[src/rtl/coord_run_coalescer.sv]
// coord_run_coalescer: pops an ascending coordinate stream from the merge tree,
// collapses runs of equal coordinates into (coord, count) records and queues
// them in a small registered FIFO for the accumulation stage.
//
// Ports:
//   clock, reset   single rising-edge clock, synchronous active-high reset
//   coord          merge-tree head (combinational); all-ones = end of stream
//   selected       pop strobe back to the merge tree
//   restart        re-arms the block once it has reached DONE
//   out_valid/out_ready/out_coord/out_count/out_last  record output handshake
//   done           stream fully consumed and every record drained
//   order_error    sticky: a descending coordinate was popped
module coord_run_coalescer #(
    parameter int COORD_W    = 64,
    parameter int CNT_W      = 8,
    parameter int FIFO_DEPTH = 4
) (
    input  logic               clock,
    input  logic               reset,
    input  logic [COORD_W-1:0] coord,
    output logic               selected,
    input  logic               restart,
    output logic               out_valid,
    input  logic               out_ready,
    output logic [COORD_W-1:0] out_coord,
    output logic [CNT_W-1:0]   out_count,
    output logic               out_last,
    output logic               done,
    output logic               order_error
);

    localparam int PTR_W = $clog2(FIFO_DEPTH);
    localparam int OCC_W = PTR_W + 1;

    localparam logic [COORD_W-1:0] SENTINEL = {COORD_W{1'b1}};
    localparam logic [CNT_W-1:0]   CNT_MAX  = {CNT_W{1'b1}};
    localparam logic [OCC_W-1:0]   OCC_FULL = OCC_W'(FIFO_DEPTH);

    typedef enum logic [1:0] {
        S_RUN,
        S_FLUSH,
        S_DONE
    } state_t;

    state_t state;
    state_t state_next;

    // open run
    logic               run_valid;
    logic               run_valid_next;
    logic [COORD_W-1:0] run_coord;
    logic [COORD_W-1:0] run_coord_next;
    logic [CNT_W-1:0]   run_count;
    logic [CNT_W-1:0]   run_count_next;

    logic order_set;
    logic order_clr;
    logic order_flag;

    // output FIFO
    logic [COORD_W-1:0] mem_coord [FIFO_DEPTH];
    logic [CNT_W-1:0]   mem_count [FIFO_DEPTH];
    logic               mem_last  [FIFO_DEPTH];
    logic [PTR_W-1:0]   rd_ptr;
    logic [PTR_W-1:0]   wr_ptr;
    logic [OCC_W-1:0]   occ;

    logic               push;
    logic               push_last;
    logic               pop;
    logic               can_push;
    logic               pop_req;

    logic in_valid;
    logic extend;

    assign in_valid = (coord != SENTINEL);
    assign extend   = run_valid && (coord == run_coord) && (run_count != CNT_MAX);

    assign pop      = out_valid && out_ready;
    // a full FIFO may still accept a record in the cycle its head leaves
    assign can_push = (occ < OCC_FULL) || pop;

    always_comb begin
        state_next     = state;
        pop_req        = 1'b0;
        push           = 1'b0;
        push_last      = 1'b0;
        run_valid_next = run_valid;
        run_coord_next = run_coord;
        run_count_next = run_count;
        order_set      = 1'b0;
        order_clr      = 1'b0;

        unique case (state)
            S_RUN: begin
                if (in_valid) begin
                    if (!run_valid || extend || can_push) begin
                        pop_req = 1'b1;
                        if (extend) begin
                            run_count_next = run_count + CNT_W'(1);
                        end else begin
                            // closes the open run (also when a run saturates
                            // on an equal coordinate) and opens a new one
                            push           = run_valid;
                            run_valid_next = 1'b1;
                            run_coord_next = coord;
                            run_count_next = CNT_W'(1);
                        end
                        if (run_valid && (coord < run_coord)) begin
                            order_set = 1'b1;
                        end
                    end
                end else if (run_valid) begin
                    state_next = S_FLUSH;
                end else begin
                    state_next = S_DONE;
                end
            end

            S_FLUSH: begin
                if (can_push) begin
                    push           = 1'b1;
                    push_last      = 1'b1;
                    run_valid_next = 1'b0;
                    state_next     = S_DONE;
                end
            end

            S_DONE: begin
                if (restart) begin
                    state_next     = S_RUN;
                    run_valid_next = 1'b0;
                    run_coord_next = '0;
                    run_count_next = '0;
                    order_clr      = 1'b1;
                end
            end

            default: begin
                state_next = S_RUN;
            end
        endcase
    end

    always_ff @(posedge clock) begin
        if (reset) begin
            state      <= S_RUN;
            run_valid  <= 1'b0;
            run_coord  <= '0;
            run_count  <= '0;
            order_flag <= 1'b0;
        end else begin
            state      <= state_next;
            run_valid  <= run_valid_next;
            run_coord  <= run_coord_next;
            run_count  <= run_count_next;
            if (order_clr) begin
                order_flag <= 1'b0;
            end else if (order_set) begin
                order_flag <= 1'b1;
            end
        end
    end

    // storage itself needs no reset: the head is masked while empty
    always_ff @(posedge clock) begin
        if (!reset && push) begin
            mem_coord[wr_ptr] <= run_coord;
            mem_count[wr_ptr] <= run_count;
            mem_last[wr_ptr]  <= push_last;
        end
    end

    always_ff @(posedge clock) begin
        if (reset) begin
            rd_ptr <= '0;
            wr_ptr <= '0;
            occ    <= '0;
        end else begin
            if (push) begin
                wr_ptr <= wr_ptr + PTR_W'(1);
            end
            if (pop) begin
                rd_ptr <= rd_ptr + PTR_W'(1);
            end
            occ <= occ + OCC_W'(push) - OCC_W'(pop);
        end
    end

    assign out_valid   = (occ != '0);
    assign out_coord   = out_valid ? mem_coord[rd_ptr] : '0;
    assign out_count   = out_valid ? mem_count[rd_ptr] : '0;
    assign out_last    = out_valid ? mem_last[rd_ptr]  : 1'b0;

    assign selected    = pop_req && !reset;
    assign done        = (state == S_DONE) && (occ == '0);
    assign order_error = order_flag;

endmodule

[config.mk]
export PLATFORM = sky130hd
export DESIGN_NAME = coord_run_coalescer
export DESIGN_NICKNAME = d
export VERILOG_FILES = /design/src/rtl/coord_run_coalescer.sv
export SDC_FILE = /design/constraint.sdc
export NUM_CORES = 1
export LEC_CHECK = 0
export CORE_ASPECT_RATIO = 1.25
export CORE_UTILIZATION = 48
export DETAILED_ROUTE_END_ITERATION = 8
export PLACE_DENSITY = 0.76
export SLEW_MARGIN = 20
export SYNTH_ARGS = -nofsm -noshare
export SYNTH_HDL_FRONTEND = slang
export SYNTH_SLANG_ARGS = --single-unit
[constraint.sdc]
create_clock -name clock -period 7 [get_ports clock]
set_input_delay 1.4 -clock clock [delete_from_list [all_inputs] [get_ports clock]]
set_output_delay 1.4 -clock clock [all_outputs]
set_load 0.005 [all_outputs]
Word-level counts from Yosys, hierarchy flattened:

Memories as Yosys holds them, arrays and structs flattened. A register that Yosys moved wholly into a read port is not among the register bits.
Cells that the tools add are included.

* register bits: 83
* input port bits: 68
* RAM bits: 292
* output and inout bits: 77
* memories: 3

Memory list
* mem_coord: depth 4, width 64, read ports 1, clocked after Yosys merged registers in 1, wr ports 1, line 61 `logic [COORD_W-1:0] mem_coord [FIFO_DEPTH];`
* mem_count: depth 4, width 8, read ports 1, clocked after Yosys merged registers in 1, wr ports 1, line 62 `logic [CNT_W-1:0] mem_count [FIFO_DEPTH];`
* mem_last: depth 4, width 1, read ports 1, clocked after Yosys merged registers in 1, wr ports 1, line 63 `logic mem_last [FIFO_DEPTH];`

* reduce and logical (&&, ||, !) cells: 22
* magnitude comparators: 2
* $add $sub $neg: 5
* multiplexer cells: 47
* eq/ne operators: 11

Operators with widths (number)
* $mux 64: 5
* $pmux 64 s2: 1
* $eq 64x64->1: 1
* $lt 64x64->1: 1
* $ne 64x64->1 const B: 1
* $mux 8: 5
* $mux 1: 22
* $mux 2: 10
* $pmux 8 s2: 1
* $ne 2x2->1 const B: 6
* $add 8x1->8 const B: 1
* $ne 8x8->1 const B: 1
* $logic_and 1x1->1: 7
* $pmux 2 s3: 1
* $reduce_and 6->1: 1
* $reduce_bool 3->1: 2
* $reduce_and 5->1: 1
* $add 2x1->2 const B: 2
* $reduce_and 4->1: 1
* $add 3x1->3: 1
* $logic_not 3->1: 1
* $logic_or 1x1->1: 3
* $lt 3x3->1 const B: 1
* $pmux 1 s3: 1
* 9 further kinds: 10

Longest topological paths before layout:

Gate-level depths: netlist of the first run.

* depth after elaboration: 11
* mapped depth: 16
* gate-level depth less buffers: 16

Worst setup path before layout of the first run:

OpenSTA, ideal clock, no wires.

* path type: input -> register
* start point: in coord[30]
* end point: mem mem_coord[0][0] (enable)
* setup slack: 2.089 ns
* arrival time: 4.472 ns
* buffers on the path: 0
* stages: 8
* setup time: 0.439 ns
* cells stage by stage: ha_1 > nand4_1 > nor4_4 > o2111ai_2 > nor2_1 > o41ai_2 > nor2b_1 > and2_1

* word-level cells in the longest chain between the ends: 11
* elaborated cells between the ends (all ways): 13
* those cells by class: 2 x eq/ne; 6 x mux; 5 x reduce/logical

RTL lines
* start, declared: line 20 `input logic [COORD_W-1:0] coord,`
* $eq 64x64->1: line 78 `assign extend = run_valid && (coord == run_coord) && (run_count != CNT_MAX);`
* $logic_and 1x1->1 (2 in series): line 78
* $logic_or 1x1->1 (2 in series): line 98 `if (!run_valid || extend || can_push) begin`
* $mux 1: line 98
* $mux 1 (*): line 97 `if (in_valid) begin`
* $pmux 1 s2 (*): line 95 `unique case (state)`
* $logic_and 1x1->1 (*): line 168 `if (!reset && push) begin`
* $mux 1 (*): line 168
* $mux 1 (not written as such) (*): line 169 `mem_coord[wr_ptr] <= run_coord;`
* end, declared: line 61

Mark *: on every way between the ends. The rest lies on a longest branch, timed or not.

Final worst setup path of the first run:

* start point: in coord[62]
* end point: out selected

* word-level cells in the longest chain between the ends: 9
* elaborated cells between the ends (all ways): 10
* those cells by class: 2 x eq/ne; 3 x mux; 5 x reduce/logical

RTL lines
* $eq 64x64->1: line 78
* $logic_and 1x1->1 (2 in series): line 78
* $logic_or 1x1->1 (2 in series): line 98
* $mux 1: line 98
* $mux 1 (*): line 97
* $mux 1 (*): line 95
* $logic_and 1x1->1 (*): line 196 `assign selected = pop_req && !reset;`
* end, declared: line 21 `output logic selected,`

Marks and branches as above.

==> run metrics, run 1 <==
status=completed; Seq/Total Area, Yosys=63.2%; antenna cells=0; Yosys Warn Count=0; clock tree buffer depth=3; vias per inst=5.76; GR Overflow Total=0; Filler Cell Count=2589; vias in the first global route=10300; Pre-antenna DRT Iters=5; post-CTS setup buffers=0; worst endpoint required time=5.60 ns; Worst-Skew Late Latency=0.51 ns; Final Skew=0.0183 ns; final net count=1424; Avg Inst Size Synth=14.5 um^2; Crit. End Element=primary output; Post-synth EDFFs=292; final setup margin=0.970 ns; final setup vio count=0; die height=210 um; CTS H-tree lvls=2; root buffer cell=clkbuf_16; Crit Reg-Reg Startpoint=run_coord[63]; Hold-fix buffers, CTS=0; Critical Path Start Type=primary input; Synth cell types=51; unrepaired setup endpoints after global routing=false; final cycle utilization of the critical path=86.1%; Worst Min Path Start=run_coord[3]; critical path data arrival time=4.63 ns; via count=9963; core region area=0.0338 mm^2; post-route ant nets=0; DRC Markers=0; post-synth net total=1289; CP startpoint=coord[62]; dpl hpwl=23700 um; Total GRT Usage=21.4%; CTS Sinks=377; min-delay worst type=register to register; initial drt markers=698; io pins=145; Clock transition at path regs=0.06 ns; Final Max Tran Viols=0; Rows=75; Slew HR=28.8%; Final Wtd Congestion=0.831; initial core utilization=49.0%; Max VDD drop=0.000136 V; first-pass GRT wire length=57300 um; DR WL/cell=21.3 um; Port Buffers=144; max cap viols=0; Mapped Area=0.0166 mm^2; Pwr Density=325 mW/mm^2; pin count of the biggest net entering global routing=98; fraction of layout cells with a size suffix above 1=12.0%; CTS tree=built; most frequent cells in the layout=292 x edfxtp_1, 143 x clkdlybuf4s50_1, 83 x nand2_1, 83 x dfxtp_1, 77 x inv_1; cts bufs inserted=36; fmax=166 MHz; cts repair resizes=0; asr flop ratio synth=0%; initial antenna violation count=0; Place WS=0.975 ns; final WL=36800 um; Slew @ Worst Pin=1.07 ns; die width=168 um; flops & latches, synth=377; Tmin final=6.03 ns; worst setup path category=primary input to primary output; die area=0.0353 mm^2; Crit Path Max Fanout=6; synthesized instance count=1145; Area growth syn-to-layout=18.3%; LEAKAGE=0.00670 uW; Fin. Hold Viols=0; commonest non-fill, non-tap cell in the layout=edfxtp_1; prevailing post-synth register cell=edfxtp_1; Fin Setup TNS=0 ns
## report_power, final
group | leakage (uW) | switching (uW) | internal, uW
clock | 0.000573 | 781 | 1160
sequential | 0.00339 | 139 | 2620
combinational | 0.00273 | 758 | 904
## synth_stat cells, types with 2 or more instances
master	instances	area share [%]
a2111oi_0	2	0.11
a21o_1	8	0.36
a21oi_1	42	1.3
a311oi_1	2	0.11
and2_1	78	2.9
and3_1	3	0.11
buf_1	4	0.091
buf_2	12	0.36
buf_6	4	0.27
clkbuf_1	43	0.97
dfxtp_1	85	10
edfxtp_1	292	53
ha_1	75	5.7
inv_1	77	1.7
mux2i_1	2	0.12
mux4_2	73	9.9
nand2_1	83	1.9
nand3_1	8	0.24
nand3b_1	4	0.18
nand4_1	31	1.2
nor2_1	27	0.61
nor2b_1	8	0.30
nor3_1	3	0.091
nor3b_1	64	2.9
nor4_1	6	0.23
o21a_1	2	0.091
o21ai_0	15	0.45
o31ai_1	64	2.9
or3_1	3	0.11
xnor2_1	3	0.16
xor2_1	2	0.11
## flip-flops by register name (all words and copies together), names as in the netlist, 2 cells and up, named ones only
register	cells
mem_coord	256
mem_count	32
mem_last	4
occ	3
rd_ptr	2
run_coord	64
run_count	8
state	2
wr_ptr	2
## cells by family after synthesis
| logic type | synth area share (%) |
|---|---|
| mux | 10.0 |
| simple gates | 11.1 |
| flops | 63.2 |
| compound gates | 6.08 |
| fa+ha+maj | 5.79 |
| xor+xnor | 0.264 |
| buf+inv | 3.49 |
## layer usage
layer / share of wire (%) / up-vias / GRT usage [%]
li1: - / 4607 / -
met1: 41 / 4966 / 26.5
met2: 51 / 309 / 37.1
met3: 4.8 / 81 / 3.19
met4: 3.9 / 0 / 9.44
met5: 0 / - / 0
## worst paths after layout
kind / to / slack [ns] / cells after the start
setup / recovery: selected / 0.97 / 8
hold / removal: mem_coord[1][3] / 0.51 / 0
setup reg to reg: occ[2] / 2.95 / 16
hold reg to reg: mem_coord[1][3] / 0.51 / 0
## cell type report
| type | instances | area (um^2) | area share (%) |
|---|---|---|---|
| well taps | 423 | 529 | 2.70 |
| clock inverters | 12 | 163 | 0.830 |
| multi-input cells | 627 | 5540 | 28.3 |
| inverters | 77 | 289 | 1.47 |
| repair buffers | 161 | 1580 | 8.06 |
| clock buffers | 52 | 1020 | 5.22 |
| flip-flops and latches | 377 | 10500 | 53.5 |
## worst max-delay path, stage by stage
cell	delay (ns)
clkdlybuf4s50_1	0.45
ha_1	0.34
nand4_1	0.24
nor4_1	0.72
nand2_1	0.29
o21ba_1	0.32
nor3_1	0.29
clkdlybuf4s50_1	0.57
## stage by stage
stage / hold WS, ns / instances / area [um^2] / utilization, % / total power [uW]
finish: 0.508 / 1729 / 19600 / 58.0 / 6360
global route: 0.516 / 1729 / 19600 / 58.0 / 6660
CTS: 0.502 / 1729 / 19600 / 58.0 / 6430
detailed placement: 0.486 / 1665 / 18400 / 54.5 / 4480
global placement: 0.476 / 1665 / 18400 / 54.5 / 4450
floorplan: 0.460 / 1145 / 16600 / - / 3710
(Power assumes the default switching activity.)
==> run 2: changes to the inputs <==
--- a/config.mk
+++ b/config.mk
@@ -6,9 +6,9 @@
 export NUM_CORES = 1
 export LEC_CHECK = 0
 export CORE_ASPECT_RATIO = 1.25
-export CORE_UTILIZATION = 48
+export CORE_UTILIZATION = 62
 export DETAILED_ROUTE_END_ITERATION = 8
-export PLACE_DENSITY = 0.76
+export PLACE_DENSITY = 0.93
 export SLEW_MARGIN = 20
 export SYNTH_ARGS = -nofsm -noshare
 export SYNTH_HDL_FRONTEND = slang
==> run 2 against run 1 <==
Routed wire length grew 1.0%; register-to-register slack better by 0.32 ns; critical path depth did not move; critical path type unchanged; highest routed layer unchanged.
==> run metrics, run 2 (synthesis results as in run 1) <==
io pins=145; Cells after DPL=1583; Final Skew=0.0135 ns; Finished Cell Area=0.0194 mm^2; unrepaired setup endpoints after global routing=false; most frequent cells in the layout=292 x edfxtp_1, 143 x clkdlybuf4s50_1, 83 x nand2_1, 83 x dfxtp_1, 77 x inv_1; Min Hold Slack=0.509 ns; status=completed; Hold-fix buffers, CTS=0; Largest regs=mem_coord (256), run_coord (64), mem_count (32); Place WS=1.28 ns; dpl hpwl=23800 um; die width=148 um; Fin. Hold Viols=0; fraction of layout cells with a size suffix above 1=12.2%; Fin Setup TNS=0 ns; DP Area=0.0183 mm^2; initial drt markers=1082; CTS H-tree lvls=2; cts repair resizes=0; Largest Register=mem_coord; die height=185 um; worst endpoint required time=5.60 ns; critical path data arrival time=4.35 ns; vias in the first global route=10700; Crit. End Element=primary output; post-CTS setup buffers=0; DR WL/cell=22.5 um; Critical Path Start Type=primary input; max cap viols=0; CTS tree=built; Crit Path Max Fanout=6; cells along the critical path=clkdlybuf4s50_1 -> ha_1 -> nand4_1 -> nor4_1 -> nand2_1 -> o21ba_1 -> nor3_1 -> clkdlybuf4s50_1; via count=10400; Max VDD drop=0.000185 V; Clock transition at path regs=0.06 ns; slowest CP cell=clkdlybuf4s50_1; Tmin final=5.75 ns; Final Wtd Congestion=0.854; initial core utilization=63.3%; LEAKAGE=0.00668 uW; clock tree buffer depth=3; core region area=0.0262 mm^2; vias per inst=6.31; cts bufs inserted=35; Rows=66; Total GRT Usage=28.2%; final WL=37100 um; DRC Markers=0; Pre-antenna DRT Iters=5; critical path's largest stage delay=0.56 ns; first-pass GRT wire length=58100 um; Area growth syn-to-layout=17.4%; final non-filler cell total=1648; min-delay worst type=register to register; final setup vio count=0; final net count=1424; fmax=174 MHz; Final Max Tran Viols=0; post-route ant nets=0; Slew @ Worst Pin=0.994 ns; Pwr Density=324 mW/mm^2; CTS Sinks=377; initial antenna violation count=1; worst setup path category=primary input to primary output; max reg flops=256; commonest non-fill, non-tap cell in the layout=edfxtp_1; die area=0.0274 mm^2; pin count of the biggest net entering global routing=86; Worst path most repeated cell=clkdlybuf4s50_1; Worst-Skew Late Latency=0.52 ns; final setup margin=1.25 ns; GR Overflow Total=0; root buffer cell=clkbuf_16; Slew HR=33.8%; final cycle utilization of the critical path=82.1%; Port Buffers=144
-- run 2: changes by cell type in the layout (fill, tap and decap cells not counted), sizes merged --
cell      previous run  this run
clkinvlp             2         1
buf                 18        19
clkbuf              52        47
diode                0         1
inv                 77        80
clkinv               6        10
bufinv               4         3
-- run 2: cell type report --
class                   count  area [um^2]
well taps                 340          425
fillers                  1530         6740
repair buffers            162         1590
multi-input cells         627         5540
clock inverters            17          179
clock buffers              47          941
diodes                      1         2.50
inverters                  77          289
flip-flops and latches    377        10500
-- run 2: path summary, 6_finish.rpt --
path,startpoint,endpoint,slack [ns],cells past startpoint
hold reg to reg,run_coord[37],mem_coord[3][37],0.51,0
setup reg to reg,run_count[0],mem_coord[0][63],3.27,9
setup / recovery,coord[62],selected,1.25,8
hold / removal,run_coord[37],mem_coord[3][37],0.51,0
-- run 2: metal layers --
| layer | part of all wire [%] | GRT usage [%] | wire length [um] |
|---|---|---|---|
| met3 | 7.0 | 3.84 | 2600 |
| met1 | 37 | 35.1 | 13900 |
| met2 | 51 | 48.7 | 19000 |
| met4 | 4.2 | 13.4 | 1570 |
| met5 | 0 | 0 | 0 |
-- run 2: power breakdown --
group	switching [uW]	internal (uW)	leakage [uW]
sequential	138	2620	0.00339
clock	801	1070	0.000548
combinational	765	909	0.00274
total	1700	4590	0.00668
-- run 2: critical path, delay by kind of cell --
kind	cells	cell delay (ns)
simple gates	4	1.28
compound gates	1	0.31
fa+ha+maj	1	0.34
buf+inv	2	1.01
-- run 2: stage by stage --
stage	utilization [%]	power, uW
finish	74.3	6300
global route	74.3	6550
CTS	74.3	6330
detailed placement	70.0	4470
global placement	69.9	4410
floorplan	-	3710
==> run 3: changes to the inputs <==
--- a/config.mk
+++ b/config.mk
@@ -6,9 +6,9 @@
 export NUM_CORES = 1
 export LEC_CHECK = 0
 export CORE_ASPECT_RATIO = 1.25
-export CORE_UTILIZATION = 62
+export CORE_UTILIZATION = 52
 export DETAILED_ROUTE_END_ITERATION = 8
-export PLACE_DENSITY = 0.93
+export PLACE_DENSITY = 0.84
 export SLEW_MARGIN = 20
 export SYNTH_ARGS = -nofsm -noshare
 export SYNTH_HDL_FRONTEND = slang
==> constraint.sdc (replaced) <==
create_clock -name clock -period 5.2 [get_ports clock]
set_input_delay 1.04 -clock clock [delete_from_list [all_inputs] [get_ports clock]]
set_output_delay 1.04 -clock clock [all_outputs]
set_load 0.005 [all_outputs]
==> run 3 against run 2 <==
First-iteration DRC count is 20% lower; core utilization fell by 11 points; die area grew 19%.
==> run metrics, run 3 (synthesis results as in run 1) <==
final setup vio count=0; Logic pwr share=26.0%; Min-Delay Endpoint=mem_coord[1][60]; status=completed; FF-to-FF setup slack=1.43 ns; Worst-Skew Late Latency=0.52 ns; Port Buffers=144; post-layout util=63.5%; Worst Min Path Start=run_coord[60]; io pins=145; Finished Cell Area=0.0198 mm^2; Final Wtd Congestion=0.868; Largest Register=mem_coord; Flop pwr share=43.1%; vias in the first global route=10400; P_sw=2290 uW; Critical Path Start Type=primary input; Slew @ Worst Pin=1.06 ns; max reg flops=256; max cap viols=0; DP Area=0.0186 mm^2; Min-Delay Path Depth=0; Total GRT Usage=23.5%; DR WL/cell=21.6 um; commonest non-fill, non-tap cell in the layout=edfxtp_1; Crit. End Element=primary output; worst endpoint required time=4.16 ns; CTS tree=built; Tmin final=5.02 ns; die height=202 um; Worst Reg2Reg Path Length in Cells=15; core region area=0.0312 mm^2; Final Skew=0.0194 ns; fmax=199 MHz; Filler Cell Count=2249; Largest regs=mem_coord (256), run_coord (64), mem_count (32); final WL=37300 um; unrepaired setup endpoints after global routing=false; pin count of the biggest net entering global routing=98; final net count=1435; cts bufs inserted=36; Sequential Area=0.0105 mm^2; Pwr Density=437 mW/mm^2; via count=10200; post-route ant nets=0; final non-filler cell total=1725; Clock transition at path regs=0.06 ns; clock tree buffer depth=3; initial drt markers=864; most frequent cells in the layout=292 x edfxtp_1, 143 x clkdlybuf4s50_1, 83 x nand2_1, 83 x dfxtp_1, 77 x inv_1; initial antenna violation count=3; final cycle utilization of the critical path=96.5%; CTS H-tree lvls=2; worst setup path category=primary input to primary output; root buffer cell=clkbuf_16; Crit Reg-Reg Startpoint=run_count[0]; dpl hpwl=24000 um; Pint=6370 uW; Cells after DPL=1660; Final Max Tran Viols=0; critical path data arrival time=3.98 ns; Crit Path Max Fanout=5; CP startpoint=coord[11]; vias per inst=5.91; LEAKAGE=0.00680 uW; GR Overflow Total=0; Fin. Hold Viols=0; Max VDD drop=0.000253 V; Crit Reg-Reg Endpoint=occ[2]; die area=0.0326 mm^2; Area growth syn-to-layout=19.5%; Clk network pwr share=30.9%; Fin Setup TNS=0 ns; initial core utilization=53.1%; min-delay worst type=register to register; Multi-input gate area=0.00555 mm^2; post-CTS setup buffers=0; Pre-antenna DRT Iters=5; fraction of layout cells with a size suffix above 1=13.2%; Slew HR=29.4%; Rows=72; first-pass GRT wire length=58000 um; Sw Ratio=26.5%; CTS Sinks=377; DRC Markers=0; Hold-fix buffers, CTS=0; die width=162 um
-- run 3: through the flow --
stage | setup slack [ns] | hold WS (ns) | power [uW]
2_1_floorplan | 0.649 | 0.460 | 5000
3_3_place_gp | 0.151 | 0.471 | 6000
3_5_place_dp | 0.149 | 0.489 | 6050
4_1_cts | 0.108 | 0.498 | 8720
5_1_grt | 0.0547 | 0.525 | 9010
6_report | 0.184 | 0.503 | 8660
-- run 3: area by class of cell --
type / instances / area share (%)
diodes: 1 / 0.0126
clock buffers: 48 / 5.24
clock inverters: 16 / 0.897
inverters: 77 / 1.46
multi-input cells: 627 / 28.0
flip-flops and latches: 377 / 52.9
well taps: 407 / 2.57
repair buffers: 172 / 8.90
-- run 3: worst max-delay path by stage --
stage | endpoint | cells past startpoint | slack [ns]
floorplan | mem_coord[0][0] | 8 | 0.65
global placement | selected | 8 | 0.15
global route | selected | 8 | 0.05
detailed placement | selected | 8 | 0.15
finish | selected | 8 | 0.18
CTS | selected | 8 | 0.11
-- run 3: what timing repair did --
action,CTS,global route
gates resized for setup,0,1
endpoints found under the hold margin,0,0
setup endpoints to repair,0,1
-- run 3: per-layer routing --
| layer | up-vias | track usage, % | share of wire [%] |
|---|---|---|---|
| li1 | 4643 | - | - |
| met1 | 5074 | 29.7 | 41 |
| met2 | 373 | 39.8 | 49 |
| met3 | 93 | 3.79 | 5.7 |
| met4 | 4 | 10.9 | 4.2 |
| met5 | - | 0 | 0.080 |
-- run 3: power by group through the flow --
stage	sequential, uW	clock, uW	combinational (uW)
2_1_floorplan	3670	0	1330
3_3_place_gp	3770	0	2220
3_5_place_dp	3800	0	2250
4_1_cts	3740	2700	2280
5_1_grt	3760	2810	2440
6_report	3730	2680	2250
-- run 3: critical path: stages --
cell and delay, ns:
clkdlybuf4s50_1 0.51, ha_1 0.39, nand4_1 0.16, nor4_2 0.38, o2111ai_2 0.32, o21ba_1 0.33, nor3_1 0.28, clkdlybuf4s50_1 0.57
==> RTL edit, RTL diff (settings of run 2) <==
The parameter `COORD_W` goes from 64 to 128.
--- a/src/rtl/coord_run_coalescer.sv
+++ b/src/rtl/coord_run_coalescer.sv
@@ -12,5 +12,5 @@
 //   order_error    sticky: a descending coordinate was popped
 module coord_run_coalescer #(
-    parameter int COORD_W    = 64,
+    parameter int COORD_W    = 128,
     parameter int CNT_W      = 8,
     parameter int FIFO_DEPTH = 4
Ports: changed (resized coord and out_coord); port bits go from 145 to 273. No check against the original RTL was run, so the function may have changed too.
==> RTL edit against run 2 <==
The run now ends with DRC left; setup slack worse by 0.88 ns; worst hold slack better by 0.0094 ns; final area up 86%; global-route usage up 4.0 points; power up 82%; sequential cell count up 320; synthesized area up 85%; wire length up 120%; combinational power up 80%; synthesized cell count up 85%; critical path type unchanged; largest cell class unchanged; largest power group unchanged; highest routed layer is now met5.
==> RTL edit: results (changes against run 2) <==
Clocking
  – H-tree depth: 3 (was 2)
  – Clk_lat worst skew: 0.62 ns (was 0.52 ns)

Hold path
  – Hold EP: state[0]$_SDFFE_PP0P_ (was mem_coord[3][37]$_DFFE_PP_)
  – Start point of the worst min-delay path: state[0]$_SDFFE_PP0P_ (was run_coord[37]$_SDFFE_PP0P_)
  – Hold path depth: 2 (was 0)

Placement
  – Dpl cell area: 34000 sq um (was 18300 sq um)
  – Detailed placement HPWL: 49200 um (was 23800 um)
  – Port Buffers: 272 (was 144)

Logic synthesis
  – Most area-consuming cells after synthesis: edfxtp_1 54%, mux4_2 10%, dfxtp_1 9.7% (was edfxtp_1 53%, dfxtp_1 10%, mux4_2 9.9%)
  – Synth cell count leaders: 548 x edfxtp_1, 181 x a21oi_1, 156 x o21ai_0 (was 292 x edfxtp_1, 85 x dfxtp_1, 83 x nand2_1)
  – Post-synth EDFFs: 548 (was 292)
  – Synth cell types: 55 (was 51)
  – Sequential share of the synthesized area: 0.635 (was 0.632)
  – Mapped Nets: 2393 (was 1289)

Worst setup path
  – CP Data Arrival Time: 5.23 ns (was 4.35 ns)
  – Crit path largest cell delay: 0.76 ns (was 0.56 ns)
  – Worst R2R End: occ[2]$_SDFF_PP0_ (was mem_coord[0][63]$_DFFE_PP_)
  – Crit. Startpoint: coord[111] (was coord[62])
  – CP max-delay cell: or4_1 (was clkdlybuf4s50_1)
  – R2R Path Start: run_coord[106]$_SDFFE_PP0P_ (was run_count[0]$_SDFFE_PP0P_)

Power
  – P_sw: 3.10 mW (was 1.70 mW)
  – Seq pwr share: 0.432 (was 0.437)
  – Clk pwr share: 0.306 (was 0.297)
  – Pint: 8.38 mW (was 4.59 mW)

Routing
  – Total routed wirelength: 80200 um (was 37100 um)
  – DRC: 4 (was 0)
  – DR WL/cell: 26.3 um (was 22.5 um)

Outcome
  – Status: finished with violations (was finished, final reports clean)
  – Failing checks: DRC

Global route
  – First-pass GRT wire length: 122000 um (was 58100 um)
  – All-layer global routing usage: 0.321 (was 0.282)

Timing
  – Final worst slack: 0.371 ns (was 1.25 ns)
  – Worst-Margin Slew: 1.09 ns (was 0.994 ns)
  – WHS: 0.518 ns (was 0.509 ns)
-- RTL edit: routing by layer --
metal / routed length (um) / up-vias / track usage
li1: - / 8681 / -
met1: 27900 / 10098 / 0.392
met2: 41000 / 1416 / 0.559
met3: 7980 / 251 / 0.0556
met4: 3280 / 2 / 0.147
met5: 17 / - / 0
-- RTL edit: cell families (layout without fill, tap and decap cells) --
family          after synthesis  after routing  share of synthesized area
flops                       697            697                      0.635
simple gates                467            467                      0.101
compound gates              390            390                     0.0687
buf+inv                     283            567                     0.0352
fa+ha+maj                   140            140                     0.0574
mux                         139            139                      0.101
xor+xnor                      5              5                    0.00143
other cells                   0              1                          0
-- RTL edit: final cells by class --
class                      instances  area [sq um]  area share
clock buffer                      93          1880      0.0520
timing repair buffer             298          2990      0.0829
sequential                       697         19400       0.539
inverter                         147           552      0.0153
clock inverter                    29           235     0.00652
multi-input combinational       1141         10200       0.282
antenna                            1          2.50   0.0000694
tap                              644           806      0.0223
